## config.mk

```make
export PLATFORM = sky130hd
export DESIGN_NAME = aia_src_gateway
export DESIGN_NICKNAME = d
export VERILOG_FILES = /design/src/rtl/aia_src_gateway.sv
export SDC_FILE = /design/constraint.sdc
export NUM_CORES = 1
export LEC_CHECK = 0
export BUFFER_PORTS_ARGS = -buffer_cell sky130_fd_sc_hd__buf_2
export CORE_MARGIN = 2
export CORE_UTILIZATION = 58
export DETAILED_ROUTE_END_ITERATION = 16
export PLACE_DENSITY_LB_ADDON = 0.15
export SYNTH_ARGS = -nofsm -noshare
export SYNTH_HDL_FRONTEND = slang
export SYNTH_SLANG_ARGS = --single-unit
```

## constraint.sdc

```tcl
create_clock -name i_clk -period 2.42 [get_ports i_clk]
set_input_delay 0 -clock i_clk [delete_from_list [all_inputs] [get_ports i_clk]]
set_output_delay 0 -clock i_clk [all_outputs]
set_load 0.03 [all_outputs]
```

## src/rtl/aia_src_gateway.sv

```systemverilog
// Per-source interrupt gateway. Each source's sourcecfg mode picks how the
// already-synchronized wire is rectified: edge or level, either polarity,
// detached (software only) or inactive. The gateway then maintains one
// pending bit per source. Software writes and the claim handshake from the
// delivery logic clear the pending bits.
module aia_src_gateway #(
  parameter int NrSrc = 32,
  parameter int IdxW  = $clog2(NrSrc)
) (
  input  logic                   i_clk,
  input  logic                   i_rst,
  input  logic [NrSrc-1:0]       i_src,
  input  logic [NrSrc-1:0][2:0]  i_mode,
  input  logic                   i_sw_valid,
  input  logic                   i_sw_set,
  input  logic [IdxW-1:0]        i_sw_idx,
  input  logic                   i_claim_valid,
  input  logic [IdxW-1:0]        i_claim_idx,
  output logic                   o_claim_ack,
  output logic [NrSrc-1:0]       o_rect,
  output logic [NrSrc-1:0]       o_pending
);

  localparam logic [2:0] ModeDetached = 3'd1;

  logic [NrSrc-1:0]      pend_q;
  logic [NrSrc-1:0]      prev_q;
  logic [NrSrc-1:0][2:0] mode_q;
  logic                  ack_q;

  logic [NrSrc-1:0] rect;
  logic [NrSrc-1:0] is_det;
  logic [NrSrc-1:0] is_edge;
  logic [NrSrc-1:0] is_level;
  logic [NrSrc-1:0] is_inact;
  logic [NrSrc-1:0] mode_chg;
  logic [NrSrc-1:0] sw_hit;
  logic [NrSrc-1:0] claim_clr;
  logic [NrSrc-1:0] hw_set;
  logic [NrSrc-1:0] sw_set;
  logic [NrSrc-1:0] sw_clr;
  logic [NrSrc-1:0] pend_d;
  logic             ack_d;

  // Modes 4..7 carry the wire; bit 0 of the mode selects inverted polarity.
  function automatic logic rectify(input logic src, input logic [2:0] mode);
    return mode[2] & (src ^ mode[0]);
  endfunction

  // Per-source mode decode, event sources and next pending value.
  always_comb begin
    for (int i = 0; i < NrSrc; i++) begin
      is_det[i]    = (i_mode[i] == ModeDetached);
      is_edge[i]   = (i_mode[i][2:1] == 2'b10);
      is_level[i]  = (i_mode[i][2:1] == 2'b11);
      // Reserved encodings 2 and 3 behave as inactive.
      is_inact[i]  = ~i_mode[i][2] & ~is_det[i];
      rect[i]      = rectify(i_src[i], i_mode[i]);
      mode_chg[i]  = (i_mode[i] != mode_q[i]);
      // Out-of-range indices never match any source, so they are dropped.
      sw_hit[i]    = i_sw_valid & (i_sw_idx == IdxW'(i));
      claim_clr[i] = i_claim_valid & (i_claim_idx == IdxW'(i));
      // A level source is held off for the claim cycle so the claim is
      // visible; the bit comes back next cycle if the level is still asserted.
      hw_set[i]    = (is_edge[i] & rect[i] & ~prev_q[i] & ~mode_chg[i])
                   | (is_level[i] & rect[i] & ~claim_clr[i]);
      sw_set[i]    = sw_hit[i] & i_sw_set & (is_det[i] | is_edge[i]);
      sw_clr[i]    = sw_hit[i] & ~i_sw_set & (is_det[i] | is_edge[i]);
      if (is_inact[i] | mode_chg[i]) begin
        pend_d[i] = 1'b0;
      end else begin
        pend_d[i] = (pend_q[i] & ~sw_clr[i] & ~claim_clr[i]) | hw_set[i] | sw_set[i];
      end
    end
    ack_d = |(claim_clr & pend_q);
  end

  // Gateway state: pending bits, last rectified input, last mode and claim ack.
  always_ff @(posedge i_clk) begin
    if (i_rst) begin
      pend_q <= '0;
      prev_q <= '0;
      mode_q <= '0;
      ack_q  <= 1'b0;
    end else begin
      pend_q <= pend_d;
      prev_q <= rect;
      mode_q <= i_mode;
      ack_q  <= ack_d;
    end
  end

  assign o_rect      = rect;
  assign o_pending   = pend_q;
  assign o_claim_ack = ack_q;

endmodule

```

Yosys cells after proc, flatten, opt, wreduce, memory -nomap -nowiden

Index checks and enable logic that the tools add are counted.

Input bits: 143
Register bits after elaboration: 161
Logic and storage cells: 1157
Latch bits: 0
Memory bits (read-only): 0
Output and inout bits: 65
Memory bits (writable): 0
Memories kept: 0

Eq/ne operators: 190
Reductions and logical operators: 35
Shift operators: 0
Mux-type cells: 0
Add/subtract/negate cells: 0
Bitwise gates (word level): 866
Divide/modulo/power cells: 0
$lt $le $gt $ge: 0
Multipliers: 0

Operators with widths:

| operator           | count |
|---|---|
| $and 1x1->1        | 480 |
| $not 1->1          | 193 |
| $eq 5x5->1 const B | 32 |
| $or 1x1->1         | 160 |
| $eq 2x2->1 const B | 64 |
| $eq 3x1->1 const B | 32 |
| $ne 3x3->1         | 32 |
| $eq 5x4->1 const B | 16 |
| $reduce_or 2->1    | 32 |
| $eq 5x3->1 const B | 8 |
| $and 32x32->32     | 1 |
| $reduce_or 32->1   | 1 |
| $xor 1x1->1        | 32 |
| $eq 5x2->1 const B | 4 |
| $eq 5x1->1 const B | 2 |
| $logic_not 5->1    | 2 |

Logic depth before layout (Yosys ltp)

Depth after elaboration: 9
Depth in mapped cells: 7

Least setup slack after synthesis

No wires, ideal clock.

Path type: in2reg
Start point: input i_sw_idx[0]
End point: register pend_q[4] (netlist: o_pending[4])
Cell stages on the path: 5
Path slack: 0.921 ns
Library setup time: 0.115 ns
Data arrival time: 1.385 ns
Cell sequence: or2_2 > buf_2 > nor4_1 > mux2_2 > a2111oi_0

Cells in the longest elaborated chain, start to end: 9

Ends and longest elaborated chain:

| item                      | RTL line | source |
|---|---|---|
| start: declaration        | 16       | `input logic [IdxW-1:0] i_sw_idx,` |
| $eq 5x3->1 (*)            | 61       | `sw_hit[i] = i_sw_valid & (i_sw_idx == IdxW'(i));` |
| $and 1x1->1 (*)           | 61       |  |
| $and 1x1->1 (2 in series) | 68       | `sw_clr[i] = sw_hit[i] & ~i_sw_set & (is_det[i] \| is_edge[i]);` |
| $not 1->1                 | 72       | `pend_d[i] = (pend_q[i] & ~sw_clr[i] & ~claim_clr[i]) \| hw_set[i] \| sw_set[i];` |
| $and 1x1->1 (2 in series) | 72       |  |
| $or 1x1->1                | 72       |  |
| $or 1x1->1 (*)            | 72       |  |
| end signal: assignment    | 86       | `pend_q <= pend_d;` |
| end: declaration          | 26       | `logic [NrSrc-1:0] pend_q;` |

Mark *: on every way between the ends. The rest lies on a longest branch, timed or not.
A chain may end at the register's enable or synchronous reset.

Worst setup path in the final report

Start point: input i_sw_idx[0]
End point: register pend_q[6] (netlist: o_pending[6])

Same word-level chain as after synthesis.

==> metrics <==
switching share of total power 0.260; PD cells 622 nW/µm²; Yosys top cell area share 0.392; final cell utilization of the core 0.792; area of the core region 13900 µm²; largest fanout on the critical path 8; leading cell types by total area after synthesis dfxtp_1, xnor2_1, nor2b_1; worst-skew pair later-pin latency 430 ps; height of the die 123 µm; number of H-tree branching levels 4; filler instances 949; count of different cell masters after synthesis 53; total nets after synthesis 1090; instance count after placement with tap cells included 1302; syn_area_per_cell 8.69 µm²; top cell family by delay on the critical path simple AND/OR/NAND/NOR gates; shortest clock period the worst path allows after layout 1650 ps; Sw Pwr 1.78 mW; static leakage 4.39 nW; worst setup path class in -> reg; max-slew headroom at the worst pin 0.366; P_int 5.07 mW; final hold slack 41.4 ps; DRC violations left 0; RePlAce Congestion 0.932; Peak supply drop 0.516 mV; root cell of the clock tree clkbuf_16; final antenna diode count 0; max-slew violations 0; critical path buffer and inverter count 1; overall power consumption 6.84 mW; Tot GR Track Use 0.326; average via count per standard cell 5.68; main flop type after synthesis dfxtp_1; Mapped Cells 947; maximum number of pins on one net before global-route repair 90; Clock Sinks 161; Period Utilization, post-route 0.681; category of the worst setup path capture point flip-flop; wire length of the first global-routing pass 38.4 mm; Clock transition at path regs 60 ps; count of cells resized by post-cts repair 0; worst hold path class in -> reg; floorplan die width 123 µm; initial standard-cell utilization of the core 0.593; max_cap viols 0; layout net count 1380; Pre-antenna DRT Iters 6; remaining antenna violation count after routing 0; synth-to-layout area growth 33.6%; final HPWL from detailed placement 16.1 mm; First DRT Iteration DRCs 614; number of global-route vias before repair 7654; routed wire length 24.8 mm; antenna violations before repair 0; logic gate share of total power 0.168; Max stage delay cell, worst path a2111oi_0; Max Clock Freq 607 MHz; share of the yosys chip area belonging to registers 0.392; count of yosys warnings during synthesis 0; unrepaired setup endpoints after global routing no; layout cell share with drive strength beyond 1 0.220; clock share of power 0.420; top cell type by total area after synthesis dfxtp_1; Clock Skews 7.14 ps; average detailed-routed wire length per instance 17.3 µm; FFs w/ async S/R, synth 0; number of endpoints failing setup at the final stage 0; Die ar. 15200 µm²; clock tree from TritonCTS yes; count of boundary I/O pins 208; arrival time worst endpoint 1920 ps; series of cell instances along the critical path buf_2 -> nand2b_1 -> nor4_1 -> mux2_2 -> a2111oi_0; highest cell delay on the worst timing path 500 ps; count of endpoints failing hold in the final timing report 0; data required time at the worst endpoint 2690 ps; CTS buffer count 17; number of flops mapped to enable cells by yosys 0; synthesis-stage register bit count 161; number of vias in the routed layout 8125; global route overflow 0; number of buffers inserted by port buffering 207; worst-margin pin slew 951 ps; Max Buffers Root-to-Sink 2; kind of launch point of the worst setup path input pin; portion of total power attributed to sequential cells 0.413; number of placement rows 43; Post-Synthesis Cell Area 8230 µm²; number of buffers inserted by post-CTS setup repair 0; Total Neg Setup Slack 0 ps; hold buffer count at CTS 96; number of cells in the finished layout apart from fillers 1430; run status complete, no violations
==> worst paths after layout <==
check,from,endpoint,slack (ps),depth (start not counted)
setup / recovery,i_sw_idx[0],o_pending[6],770,5
hold / removal,i_src[15],prev_q[15],40,4
setup reg to reg,mode_q[20],o_pending[6],940,5
hold reg to reg,mode_q[92],o_pending[30],540,3
==> routing by layer <==
metal | GRT usage | part of all wire | wire, µm | vias up
met5 | 0 | 0 | 0 | -
met4 | 0.152 | 0.037 | 911 | 0
met3 | 0.0655 | 0.067 | 1670 | 71
met2 | 0.540 | 0.47 | 11800 | 361
met1 | 0.409 | 0.42 | 10500 | 3816
li1 | - | - | - | 3877
==> cell families (layout without fill, tap and decap cells) <==
group	Yosys count	after routing	synth area share
muxes	30	30	0.0389
AOI/OAI and AO/OA	152	152	0.122
buffers and inverters	62	365	0.0293
xor gates and xnor gates	128	128	0.136
DFF	161	161	0.392
and+or+nand+nor	414	414	0.282
==> flip-flops by register name, indices dropped and copies added, names as in the netlist <==
register,flops
o_claim_ack,1
o_pending,32
prev_q,32
mode_q,96
==> worst min-delay path: stages <==
cell and delay, ps:
buf_2 80, xor2_1 50, and2_1 170, nor2b_1 120
==> power groups by stage <==
| stage | Sequential [mW] | Clock [mW] | Combinational [mW] |
|---|---|---|---|
| 3_5_place_dp | 2.88 | 0 | 0.988 |
| 3_3_place_gp | 2.88 | 0 | 0.976 |
| 5_1_grt | 2.83 | 3.00 | 1.24 |
| 6_report | 2.82 | 2.87 | 1.15 |
| 2_1_floorplan | 2.88 | 0 | 0.600 |
| 4_1_cts | 2.82 | 2.89 | 1.12 |
==> cells in the mapped netlist (all sizes together), types with 10 or more instances <==
master	instances
dfxtp	161
nor4	43
xnor2	96
and2	33
a21oi	41
mux2	16
xor2	32
and3	18
o21ai	38
a21boi	10
a22oi	16
nor3	20
nand2	62
nand3	27
a2111oi	30
mux2i	14
clkbuf	34
nor2	70
nor2b	109
inv	23
==> metrics by stage <==
stage | setup WS, ps | instance area, µm²
floorplan | 921 | 8230
global placement | 657 | 9400
detailed placement | 460 | 9400
CTS | 838 | 11000
global route | 690 | 11000
finish | 772 | 11000
==> cell type report <==
class                   instances  area, µm²  area share
clock buffers                  20        457      0.0415
clock inverters                12        179      0.0163
inverters                      23       86.3     0.00785
multi-input cells             724       4770       0.434
flip-flops and latches        161       3220       0.293
well taps                     180        225      0.0205
repair buffers                310       2050       0.187
==> cells in the final DEF, fill, tap and decap left out, drive strengths merged, types with 4 or more instances in the layout <==
| master | count |
|---|---|
| dfxtp | 161 |
| a21oi | 41 |
| inv | 25 |
| buf | 214 |
| nor2 | 70 |
| a21boi | 10 |
| nor3 | 20 |
| nand4b | 4 |
| nor2b | 109 |
| clkbuf | 20 |
| o21ai | 38 |
| a22oi | 16 |
| xor2 | 32 |
| nand2 | 62 |
| and2 | 33 |
| nand3b | 5 |
| bufinv | 4 |
| mux2 | 16 |
| xnor2 | 96 |
| nor4 | 43 |
| a2111oi | 30 |
| nand3 | 27 |
| and3 | 18 |
| o211ai | 4 |
| dlygate4sd3 | 96 |
| mux2i | 14 |
Power figures use the tool's default switching activity.
